===== src/rtl/clint_ctrl.sv =====
// -----------------------------------------------------------------------------
// clint_ctrl - core-local interrupt / exception sequencer
//
// Sits beside the EXE stage. It watches the exception flags and the
// instruction leaving ID/EXE, plus the level timer interrupt. A trap is
// handled as a fixed CSR write sequence (mepc, mcause, mstatus) followed by a
// one-cycle flush that redirects fetch. An mret restores mstatus and jumps to
// mepc.
//
// Ports
//   clk_i, rst_ni        clock, asynchronous active-low reset
//   inst_i, inst_addr_i  instruction in EXE and its address
//   exception_i          bit0 ecall, bit1 ebreak, bit2 mret, bit3 illegal
//   irq_timer_i          level timer interrupt
//   mtvec_i, mepc_i,     current machine CSR values
//   mstatus_i, mie_i
//   csr_we_o/_waddr_o/_wdata_o   CSR write port
//   stall_o              holds IF..EXE while sequencing
//   flush_int_o          one-cycle flush with PC redirect
//   int_addr_o           redirect target (RST_PC while idle)
//
// Build option
//   CLINT_VECTORED_EN    when defined, asynchronous traps honour vectored
//                        mtvec mode (mtvec_i[1:0]==2'b01); synchronous traps
//                        always use the base address.
// -----------------------------------------------------------------------------
module clint_ctrl #(
  parameter logic [31:0] RST_PC   = 32'h0000_0000,
  parameter logic [31:0] NOP_INST = 32'h0000_0013
) (
  input  logic        clk_i,
  input  logic        rst_ni,
  input  logic [31:0] inst_i,
  input  logic [31:0] inst_addr_i,
  input  logic [31:0] exception_i,
  input  logic        irq_timer_i,
  input  logic [31:0] mtvec_i,
  input  logic [31:0] mepc_i,
  input  logic [31:0] mstatus_i,
  input  logic [31:0] mie_i,
  output logic        csr_we_o,
  output logic [11:0] csr_waddr_o,
  output logic [31:0] csr_wdata_o,
  output logic        stall_o,
  output logic        flush_int_o,
  output logic [31:0] int_addr_o
);

  localparam logic [11:0] CSR_MSTATUS = 12'h300;
  localparam logic [11:0] CSR_MEPC    = 12'h341;
  localparam logic [11:0] CSR_MCAUSE  = 12'h342;
  localparam logic [31:0] CAUSE_TIMER = 32'h8000_0007;

  typedef enum logic [2:0] {
    ST_IDLE    = 3'd0,
    ST_MEPC    = 3'd1,
    ST_MCAUSE  = 3'd2,
    ST_MSTATUS = 3'd3,
    ST_MRET    = 3'd4,
    ST_JUMP    = 3'd5
  } state_t;

  state_t      r_state;
  state_t      w_next;
  logic [31:0] r_pc;
  logic [31:0] r_cause;
  logic [31:0] r_target;

  logic        w_sync;
  logic        w_ret;
  logic        w_async;
  logic        w_capture;
  logic [31:0] w_cause;
  logic        w_load_target;
  logic [31:0] w_target_next;
  logic        w_stall;
  logic        w_we;
  logic [11:0] w_waddr;
  logic [31:0] w_wdata;
  logic        w_flush;
  logic [31:0] w_int_addr;

  // Bits of the flag / enable words that this block never looks at.
  logic        w_unused;
  assign w_unused = ^{exception_i[31:4], mie_i[31:8], mie_i[6:0]};

  // mstatus on trap entry: MPIE <= MIE, MIE <= 0, MPP <= machine.
  function automatic logic [31:0] f_trap_mstatus(input logic [31:0] ms);
    logic [31:0] d;
    d         = ms;
    d[7]      = ms[3];
    d[3]      = 1'b0;
    d[12:11]  = 2'b11;
    return d;
  endfunction

  // mstatus on mret: MIE <= MPIE, MPIE <= 1.
  function automatic logic [31:0] f_mret_mstatus(input logic [31:0] ms);
    logic [31:0] d;
    d    = ms;
    d[3] = ms[7];
    d[7] = 1'b1;
    return d;
  endfunction

  // Lowest exception code wins when several synchronous flags are set.
  function automatic logic [31:0] f_sync_cause(input logic [31:0] ex);
    logic [31:0] c;
    if (ex[3]) begin
      c = 32'd2;
    end else if (ex[1]) begin
      c = 32'd3;
    end else begin
      c = 32'd11;
    end
    return c;
  endfunction

`ifdef CLINT_VECTORED_EN
  // Vectored mode only applies to interrupts (cause MSB set).
  function automatic logic [31:0] f_vector_target(input logic [31:0] tvec,
                                                  input logic [31:0] cause);
    logic [31:0] t;
    if ((tvec[1:0] == 2'b01) && cause[31]) begin
      t = (tvec & ~32'h3) + {cause[29:0], 2'b00};
    end else begin
      t = tvec & ~32'h3;
    end
    return t;
  endfunction
`endif

  assign w_sync  = exception_i[0] | exception_i[1] | exception_i[3];
  assign w_ret   = exception_i[2];
  // A bubble has no architectural PC to return to, so it is never interrupted.
  assign w_async = irq_timer_i & mstatus_i[3] & mie_i[7] & (inst_i != NOP_INST);

  // Next-state and output decode.
  always_comb begin
    w_next        = r_state;
    w_capture     = 1'b0;
    w_cause       = 32'h0;
    w_load_target = 1'b0;
    w_target_next = 32'h0;
    w_stall       = 1'b0;
    w_we          = 1'b0;
    w_waddr       = 12'h000;
    w_wdata       = 32'h0;
    w_flush       = 1'b0;
    w_int_addr    = RST_PC;
    case (r_state)
      ST_IDLE: begin
        if (w_sync) begin
          w_stall   = 1'b1;
          w_capture = 1'b1;
          w_cause   = f_sync_cause(exception_i);
          w_next    = ST_MEPC;
        end else if (w_ret) begin
          w_stall = 1'b1;
          w_next  = ST_MRET;
        end else if (w_async) begin
          w_stall   = 1'b1;
          w_capture = 1'b1;
          w_cause   = CAUSE_TIMER;
          w_next    = ST_MEPC;
        end else begin
          w_next = ST_IDLE;
        end
      end
      ST_MEPC: begin
        w_stall = 1'b1;
        w_we    = 1'b1;
        w_waddr = CSR_MEPC;
        w_wdata = r_pc;
        w_next  = ST_MCAUSE;
      end
      ST_MCAUSE: begin
        w_stall = 1'b1;
        w_we    = 1'b1;
        w_waddr = CSR_MCAUSE;
        w_wdata = r_cause;
        w_next  = ST_MSTATUS;
      end
      ST_MSTATUS: begin
        w_stall       = 1'b1;
        w_we          = 1'b1;
        w_waddr       = CSR_MSTATUS;
        w_wdata       = f_trap_mstatus(mstatus_i);
        w_load_target = 1'b1;
`ifdef CLINT_VECTORED_EN
        w_target_next = f_vector_target(mtvec_i, r_cause);
`else
        w_target_next = mtvec_i & ~32'h3;
`endif
        w_next        = ST_JUMP;
      end
      ST_MRET: begin
        w_stall       = 1'b1;
        w_we          = 1'b1;
        w_waddr       = CSR_MSTATUS;
        w_wdata       = f_mret_mstatus(mstatus_i);
        w_load_target = 1'b1;
        w_target_next = mepc_i;
        w_next        = ST_JUMP;
      end
      ST_JUMP: begin
        w_flush    = 1'b1;
        w_int_addr = r_target;
        w_next     = ST_IDLE;
      end
      default: begin
        w_next = ST_IDLE;
      end
    endcase
  end

  // State, captured trap context and redirect target.
  always_ff @(posedge clk_i or negedge rst_ni) begin
    if (!rst_ni) begin
      r_state  <= ST_IDLE;
      r_pc     <= 32'h0;
      r_cause  <= 32'h0;
      r_target <= RST_PC;
    end else begin
      r_state <= w_next;
      if (w_capture) begin
        r_pc    <= inst_addr_i;
        r_cause <= w_cause;
      end else begin
        r_pc    <= r_pc;
        r_cause <= r_cause;
      end
      if (w_load_target) begin
        r_target <= w_target_next;
      end else begin
        r_target <= r_target;
      end
    end
  end

  // The detect-cycle stall is combinational from the inputs; masking it with
  // rst_ni keeps every output quiet while reset is asserted.
  assign stall_o     = w_stall & rst_ni;
  assign csr_we_o    = w_we;
  assign csr_waddr_o = w_waddr;
  assign csr_wdata_o = w_wdata;
  assign flush_int_o = w_flush;
  assign int_addr_o  = w_int_addr;

endmodule


===== config.mk =====
export PLATFORM = sky130hd
export DESIGN_NAME = clint_ctrl
export DESIGN_NICKNAME = d
export VERILOG_FILES = /design/src/rtl/clint_ctrl.sv
export SDC_FILE = /design/constraint.sdc
export NUM_CORES = 1
export LEC_CHECK = 0
export BUFFER_PORTS_ARGS = -buffer_cell sky130_fd_sc_hd__buf_2
export CORE_AREA = 5 5 116 118
export CTS_BUF_LIST = sky130_fd_sc_hd__clkbuf_8 sky130_fd_sc_hd__clkbuf_16
export CTS_CLUSTER_SIZE = 10
export DETAILED_ROUTE_END_ITERATION = 10
export DIE_AREA = 0 0 121 123
export PLACE_DENSITY = 0.69
export SYNTH_ARGS = -nofsm -noshare
export SYNTH_HDL_FRONTEND = slang
export SYNTH_SLANG_ARGS = --single-unit
export TNS_END_PERCENT = 50

===== constraint.sdc =====
create_clock -name clk_i -period 2.05 [get_ports clk_i]
set_input_delay 0.615 -clock clk_i [delete_from_list [all_inputs] [get_ports clk_i]]
set_output_delay 0.615 -clock clk_i [all_outputs]
set_load 0.02 [all_outputs]

==> After elaboration in Yosys (flattened, before gate mapping) <==
Cells that the tools add are included.
W data, S select, Z words.
{ "totals": {"elab_cells": 43, "register_bits": 99, "output_inout_bits": 79, "input_bits": 227} }
{ "op_classes": {"eq_ne": 6, "bitwise_logic": 6, "muxes": 24, "reduce_logical": 3} }
{ "ops": {"columns": ["operator", "n"], "rows": [
  ["$mux W32", 5],
  ["$pmux W32 S4", 1],
  ["$pmux W32 S2", 1],
  ["$ne A32 B5 Y1 const B", 1],
  ["$pmux W10 S3", 1],
  ["$pmux W3 S4", 1],
  ["$mux W1", 10],
  ["$mux W4", 2],
  ["$eq A3 B2 Y1 const B", 2],
  ["$eq A3 B3 Y1 const B", 2],
  ["$mux W3", 2],
  ["$and A1 B1 Y1", 4],
  ["$reduce_or A4 Y1", 1],
  ["$eq A3 B1 Y1 const B", 1],
  ["$logic_not A3 Y1", 1],
  ["$or A1 B1 Y1", 2],
  ["$pmux W1 S2", 1],
  ["$reduce_or A2 Y1", 1]
]} }

==> Longest topological paths before layout <==
{ "depth": {"depth_word": 8, "ltp_mapped": 8, "depth_no_buf": 5} }

==> Worst setup path after synthesis <==
OpenSTA, ideal clock, no wires.
{ "synth_path": {"kind": "reg-to-output", "start": "register r_state[2]", "end": "output csr_wdata_o[10]", "t_required_ps": 1435, "path_stages_with_launch": 9, "arrival_ps": 1623, "setup_slack_ps": -188, "path_buffers": 4, "cell_sequence": "dfrtp_1 > buf_4 > inv_2 > and3_1 > clkbuf_1 > or2_0 > clkbuf_1 > buf_2 > a22o_1"} }
{ "synth_between": {"elab_chain_cells": 2, "word_cells_on_any_way": 5, "cone_classes": "4 x eq/ne; 1 x mux"} }
{ "synth_lines": {"columns": ["element", "line", "source"], "rows": [
  ["start, declared", "63", "state_t r_state;"],
  ["start signal, assigned", "225", "r_state <= w_next;"],
  ["$eq A3 B3 Y1 (tied with other cells)", "151", "case (r_state)"],
  ["$pmux W32 S4 *", "151", null],
  ["end, declared", "43", "output logic [31:0] csr_wdata_o,"]
]} }
Mark *: on every way between the ends. The rest lies on a longest branch, timed or not.

==> Worst setup path after layout <==
{ "layout_path": {"start": "register r_state[2]", "end": "output csr_wdata_o[6]"} }
Same word-level chain as after synthesis.

==> impl_metrics.xml <==
<?xml version="1.0" encoding="UTF-8"?>
<metrics>
  <group name="status">
    <metric name="outcome" unit="">complete, but fails checks</metric>
    <metric name="failing_checks" unit="">setup timing</metric>
  </group>
  <group name="placed_design">
    <metric name="post-place-cells" unit="">779</metric>
    <metric name="place.port_buffers" unit="">237</metric>
    <metric name="detailed_place.area" unit="mm²">0.00557</metric>
    <metric name="hpwlAfterDp" unit="µm">9470</metric>
    <metric name="place_congestion" unit="">0.830</metric>
  </group>
  <group name="synth">
    <metric name="synthesis.area" unit="mm²">0.00383</metric>
    <metric name="synthCells" unit="">366</metric>
    <metric name="flip_flop_and_latch_count_after_synthesis" unit="">71</metric>
    <metric name="cells_taking_the_most_area_after_synthesis" unit="">sky130_fd_sc_hd__dfrtp_1 (46%), sky130_fd_sc_hd__mux2_4 (11%), sky130_fd_sc_hd__nand2_1 (7.1%), sky130_fd_sc_hd__a22oi_1 (6.9%), sky130_fd_sc_hd__a22o_1 (5.9%)</metric>
    <metric name="synth_enable_flop_cells" unit="">0</metric>
    <metric name="synthArstFlopShare" unit="%">100</metric>
    <metric name="postSynthAreaPerCell" unit="µm²">10.5</metric>
    <metric name="synth-seq-area-share" unit="%">46.4</metric>
    <metric name="number_of_different_library_cells_in_the_post_synthesis_netlist" unit="">42</metric>
    <metric name="netlist.area_leader.share" unit="%">46.4</metric>
    <metric name="synth-main-ff-cell" unit="">sky130_fd_sc_hd__dfrtp_1</metric>
    <metric name="synth.yosys.warnings" unit="">0</metric>
    <metric name="post-synth-top-area-cell" unit="">sky130_fd_sc_hd__dfrtp_1</metric>
  </group>
  <group name="sta">
    <metric name="timing_worst_slew_pin_value" unit="ps">695</metric>
    <metric name="hold_violations" unit="">0</metric>
    <metric name="final.min_clock_period" unit="ps">2440</metric>
    <metric name="final_critical_path_setup_slack" unit="ps">-391</metric>
    <metric name="period_utilization" unit="%">119</metric>
    <metric name="max_clock_freq" unit="GHz">0.410</metric>
    <metric name="unrepaired_setup_endpoints_after_global_routing" unit="">yes</metric>
    <metric name="report.final.setup_viol" unit="">71</metric>
    <metric name="skew" unit="ps">6.64</metric>
    <metric name="maxSlewHeadroom" unit="%">53.5</metric>
    <metric name="final_max_slew_viol_count" unit="">0</metric>
    <metric name="hold-worst-slack" unit="ps">374</metric>
  </group>
  <group name="drt">
    <metric name="drt.antenna.violating_nets" unit="">0</metric>
    <metric name="via_count" unit="">3829</metric>
    <metric name="route.detailed.vias_per_inst" unit="">4.70</metric>
    <metric name="wire_per_inst" unit="µm">16.6</metric>
    <metric name="drt_wl_total" unit="µm">13600</metric>
    <metric name="route.detailed.drc" unit="">0</metric>
    <metric name="initialDrtViolationCount" unit="">145</metric>
    <metric name="drt_first_pass_iters" unit="">4</metric>
  </group>
  <group name="worst_setup_path">
    <metric name="critical_path.cell_chain" unit="">inv_4, and3_4, or2_4, clkbuf_16, a22o_4, buf_6</metric>
    <metric name="worst_ep_arrival_time" unit="ps">1830</metric>
    <metric name="slowest_stage" unit="">sky130_fd_sc_hd__dfrtp_1</metric>
    <metric name="crit_required" unit="ps">1430</metric>
    <metric name="critPathLaunch" unit="">r_state[2]</metric>
    <metric name="crit_path_end_kind" unit="">output port</metric>
    <metric name="max_stage_delay" unit="ps">410</metric>
    <metric name="critical_path.startpoint_type" unit="">flop</metric>
    <metric name="r2r_start" unit="">r_state[0]</metric>
    <metric name="critical_path_buf_inv_count" unit="">3</metric>
    <metric name="worst-path-max-fanout" unit="">6</metric>
    <metric name="criticalPathCategory" unit="">reg2out</metric>
    <metric name="worst_path_dominant_cell_family" unit="">simple AND/OR/NAND/NOR gates</metric>
  </group>
  <group name="power_and_ir_drop">
    <metric name="power_density" unit="mW/mm²">1600</metric>
    <metric name="power.ir.vdd_worst" unit="mV">0.865</metric>
    <metric name="post-layout-total-power" unit="W">0.0108</metric>
    <metric name="total_leakage_power" unit="nW">3.46</metric>
  </group>
  <group name="cts">
    <metric name="htree_num_levels" unit="">3</metric>
    <metric name="cts.root.buffer_cell" unit="">sky130_fd_sc_hd__clkbuf_16</metric>
    <metric name="clock_latency" unit="ps">320</metric>
    <metric name="cts-buffers-inserted" unit="">9</metric>
    <metric name="clock_tree_from_tritoncts" unit="">done</metric>
    <metric name="clk_pin_slew" unit="ps">60</metric>
    <metric name="clk_path_buf_depth" unit="">2</metric>
    <metric name="tritoncts_num_sinks" unit="">71</metric>
    <metric name="holdBufCountCts" unit="">0</metric>
  </group>
  <group name="final_layout">
    <metric name="number_of_standard_cells_in_the_layout_taps_in_and_fillers_out" unit="">815</metric>
    <metric name="multi_input_area" unit="mm²">0.00227</metric>
    <metric name="most-common-layout-cells" unit="">sky130_fd_sc_hd__buf_2 (158), sky130_fd_sc_hd__dfrtp_1 (69), sky130_fd_sc_hd__nand2_1 (65), sky130_fd_sc_hd__buf_4 (60), sky130_fd_sc_hd__buf_6 (59)</metric>
    <metric name="antennaDiodeCount" unit="">0</metric>
    <metric name="final_nets" unit="">865</metric>
    <metric name="n_fill_cell" unit="">1053</metric>
    <metric name="drive_above_1_share" unit="%">62.8</metric>
    <metric name="layout_commonest_cell" unit="">sky130_fd_sc_hd__buf_2</metric>
    <metric name="seqCellArea" unit="mm²">0.00178</metric>
    <metric name="synthToLayoutAreaGrowth" unit="%">76.2</metric>
    <metric name="total_non_filler_cell_area_in_the_finished_layout" unit="mm²">0.00674</metric>
  </group>
  <group name="job">
    <metric name="cap_viol_max_count" unit="">0</metric>
  </group>
  <group name="floorplanning">
    <metric name="die_h" unit="µm">123</metric>
    <metric name="pin_count" unit="">306</metric>
    <metric name="fp.dieArea" unit="mm²">0.0149</metric>
    <metric name="std_cell_rows" unit="">41</metric>
    <metric name="initial_utilization" unit="%">31.0</metric>
    <metric name="die-width" unit="µm">121</metric>
    <metric name="design.core.area" unit="mm²">0.0124</metric>
  </group>
  <group name="grt">
    <metric name="grt_max_degree" unit="">38</metric>
    <metric name="grt_first_pass_wirelength" unit="µm">19800</metric>
    <metric name="initial_antenna_violation_count" unit="">0</metric>
    <metric name="grt_remaining_overflow" unit="">0</metric>
    <metric name="via_count_of_the_first_global_routing_pass" unit="">4016</metric>
    <metric name="grt_usage" unit="%">16.7</metric>
  </group>
  <group name="hold_path">
    <metric name="min_path_type" unit="">in2async</metric>
  </group>
</metrics>
[registers in the layout, indices dropped and copies added (netlist names)]
| register | flops |
|---|---|
| r_pc | 32 |
| r_target | 32 |
| r_cause | 4 |
| r_state | 3 |
[worst paths after layout]
path / to / slack [ps] / depth (start not counted)
worst max register to register: r_pc[0] / 60 / 5
worst max-delay path: csr_wdata_o[6] / -390 / 6
worst min register to register: r_target[22] / 470 / 2
min in group clk_i: r_target[22] / 470 / 2
worst min-delay path: r_target[25] / 370 / 2
max in group asynchronous: r_pc[2] / 1300 / 2
[worst register-to-register path: stages, from the launching register on]
cell and delay, ps:
sky130_fd_sc_hd__dfrtp_2 450, sky130_fd_sc_hd__buf_6 150, sky130_fd_sc_hd__or3_4 420, sky130_fd_sc_hd__o21ai_4 250
sky130_fd_sc_hd__clkbuf_16 260, sky130_fd_sc_hd__mux2_2 350
[metal layers]
| metal | track usage, % | vias to the layer above | share of wire, % |
|---|---|---|---|
| met5 | 0 | - | 0 |
| met4 | 5.74 | 0 | 2.7 |
| met3 | 4.35 | 24 | 8.1 |
| met2 | 29.4 | 164 | 51 |
| met1 | 19.7 | 1809 | 38 |
| li1 | - | 1832 | - |
[Yosys cell counts (2+ instances only)]
library cell,number
sky130_fd_sc_hd__mux2_2,7
sky130_fd_sc_hd__nor2_1,9
sky130_fd_sc_hd__buf_4,9
sky130_fd_sc_hd__nor4_1,6
sky130_fd_sc_hd__or2_2,3
sky130_fd_sc_hd__buf_6,4
sky130_fd_sc_hd__nor3_1,3
sky130_fd_sc_hd__a22o_1,26
sky130_fd_sc_hd__nand2_1,72
sky130_fd_sc_hd__o21ai_0,8
sky130_fd_sc_hd__clkbuf_1,12
sky130_fd_sc_hd__buf_2,9
sky130_fd_sc_hd__dfrtp_1,71
sky130_fd_sc_hd__a22oi_1,35
sky130_fd_sc_hd__and2_1,35
sky130_fd_sc_hd__mux2_4,29
sky130_fd_sc_hd__nand4_1,2
sky130_fd_sc_hd__nand3_1,2
[power breakdown]
group	internal, W	total [W]	switching [W]	leakage, nW
registers	0.00212	0.00256	0.000445	0.851
clock network	0.000844	0.00142	0.000578	0.136
logic	0.00376	0.00681	0.00305	2.47
[final cells by class]
type	instances	share of cell area, %
Timing Repair Buffer	290	32.5
Inverter	1	0.0928
Clock buffer	10	3.54
Sequential cell	71	26.4
Tap cell	172	3.19
Multi-Input combinational cell	265	33.7
Clock inverter	6	0.557
[stage by stage]
step	setup slack (ps)	utilization (%)	TNS (ps)
finish	-391	54.5	-18840
detailed placement	-399	45.1	-7330
CTS	-364	50.9	-23850
floorplan	-98.5	-	-2620
global placement	-394	45.1	-6220
global route	-469	54.5	-23410
[kinds of logic after synthesis]
kind of cell    Yosys count  share of synthesized area (%)
compound gates           80                           16.3
simple gates            141                           17.9
mux                      37                           13.7
other cells               1                         0.0980
buf+inv                  36                           5.52
flops                    71                           46.4
[repair_timing]
action	in CTS	in global routing
pin swaps	7	19
gates cloned	3	3
gates resized for setup	91	101
endpoints found under the setup margin	73	109
buffers inserted	8	11
Power figures use the tool's default switching activity.
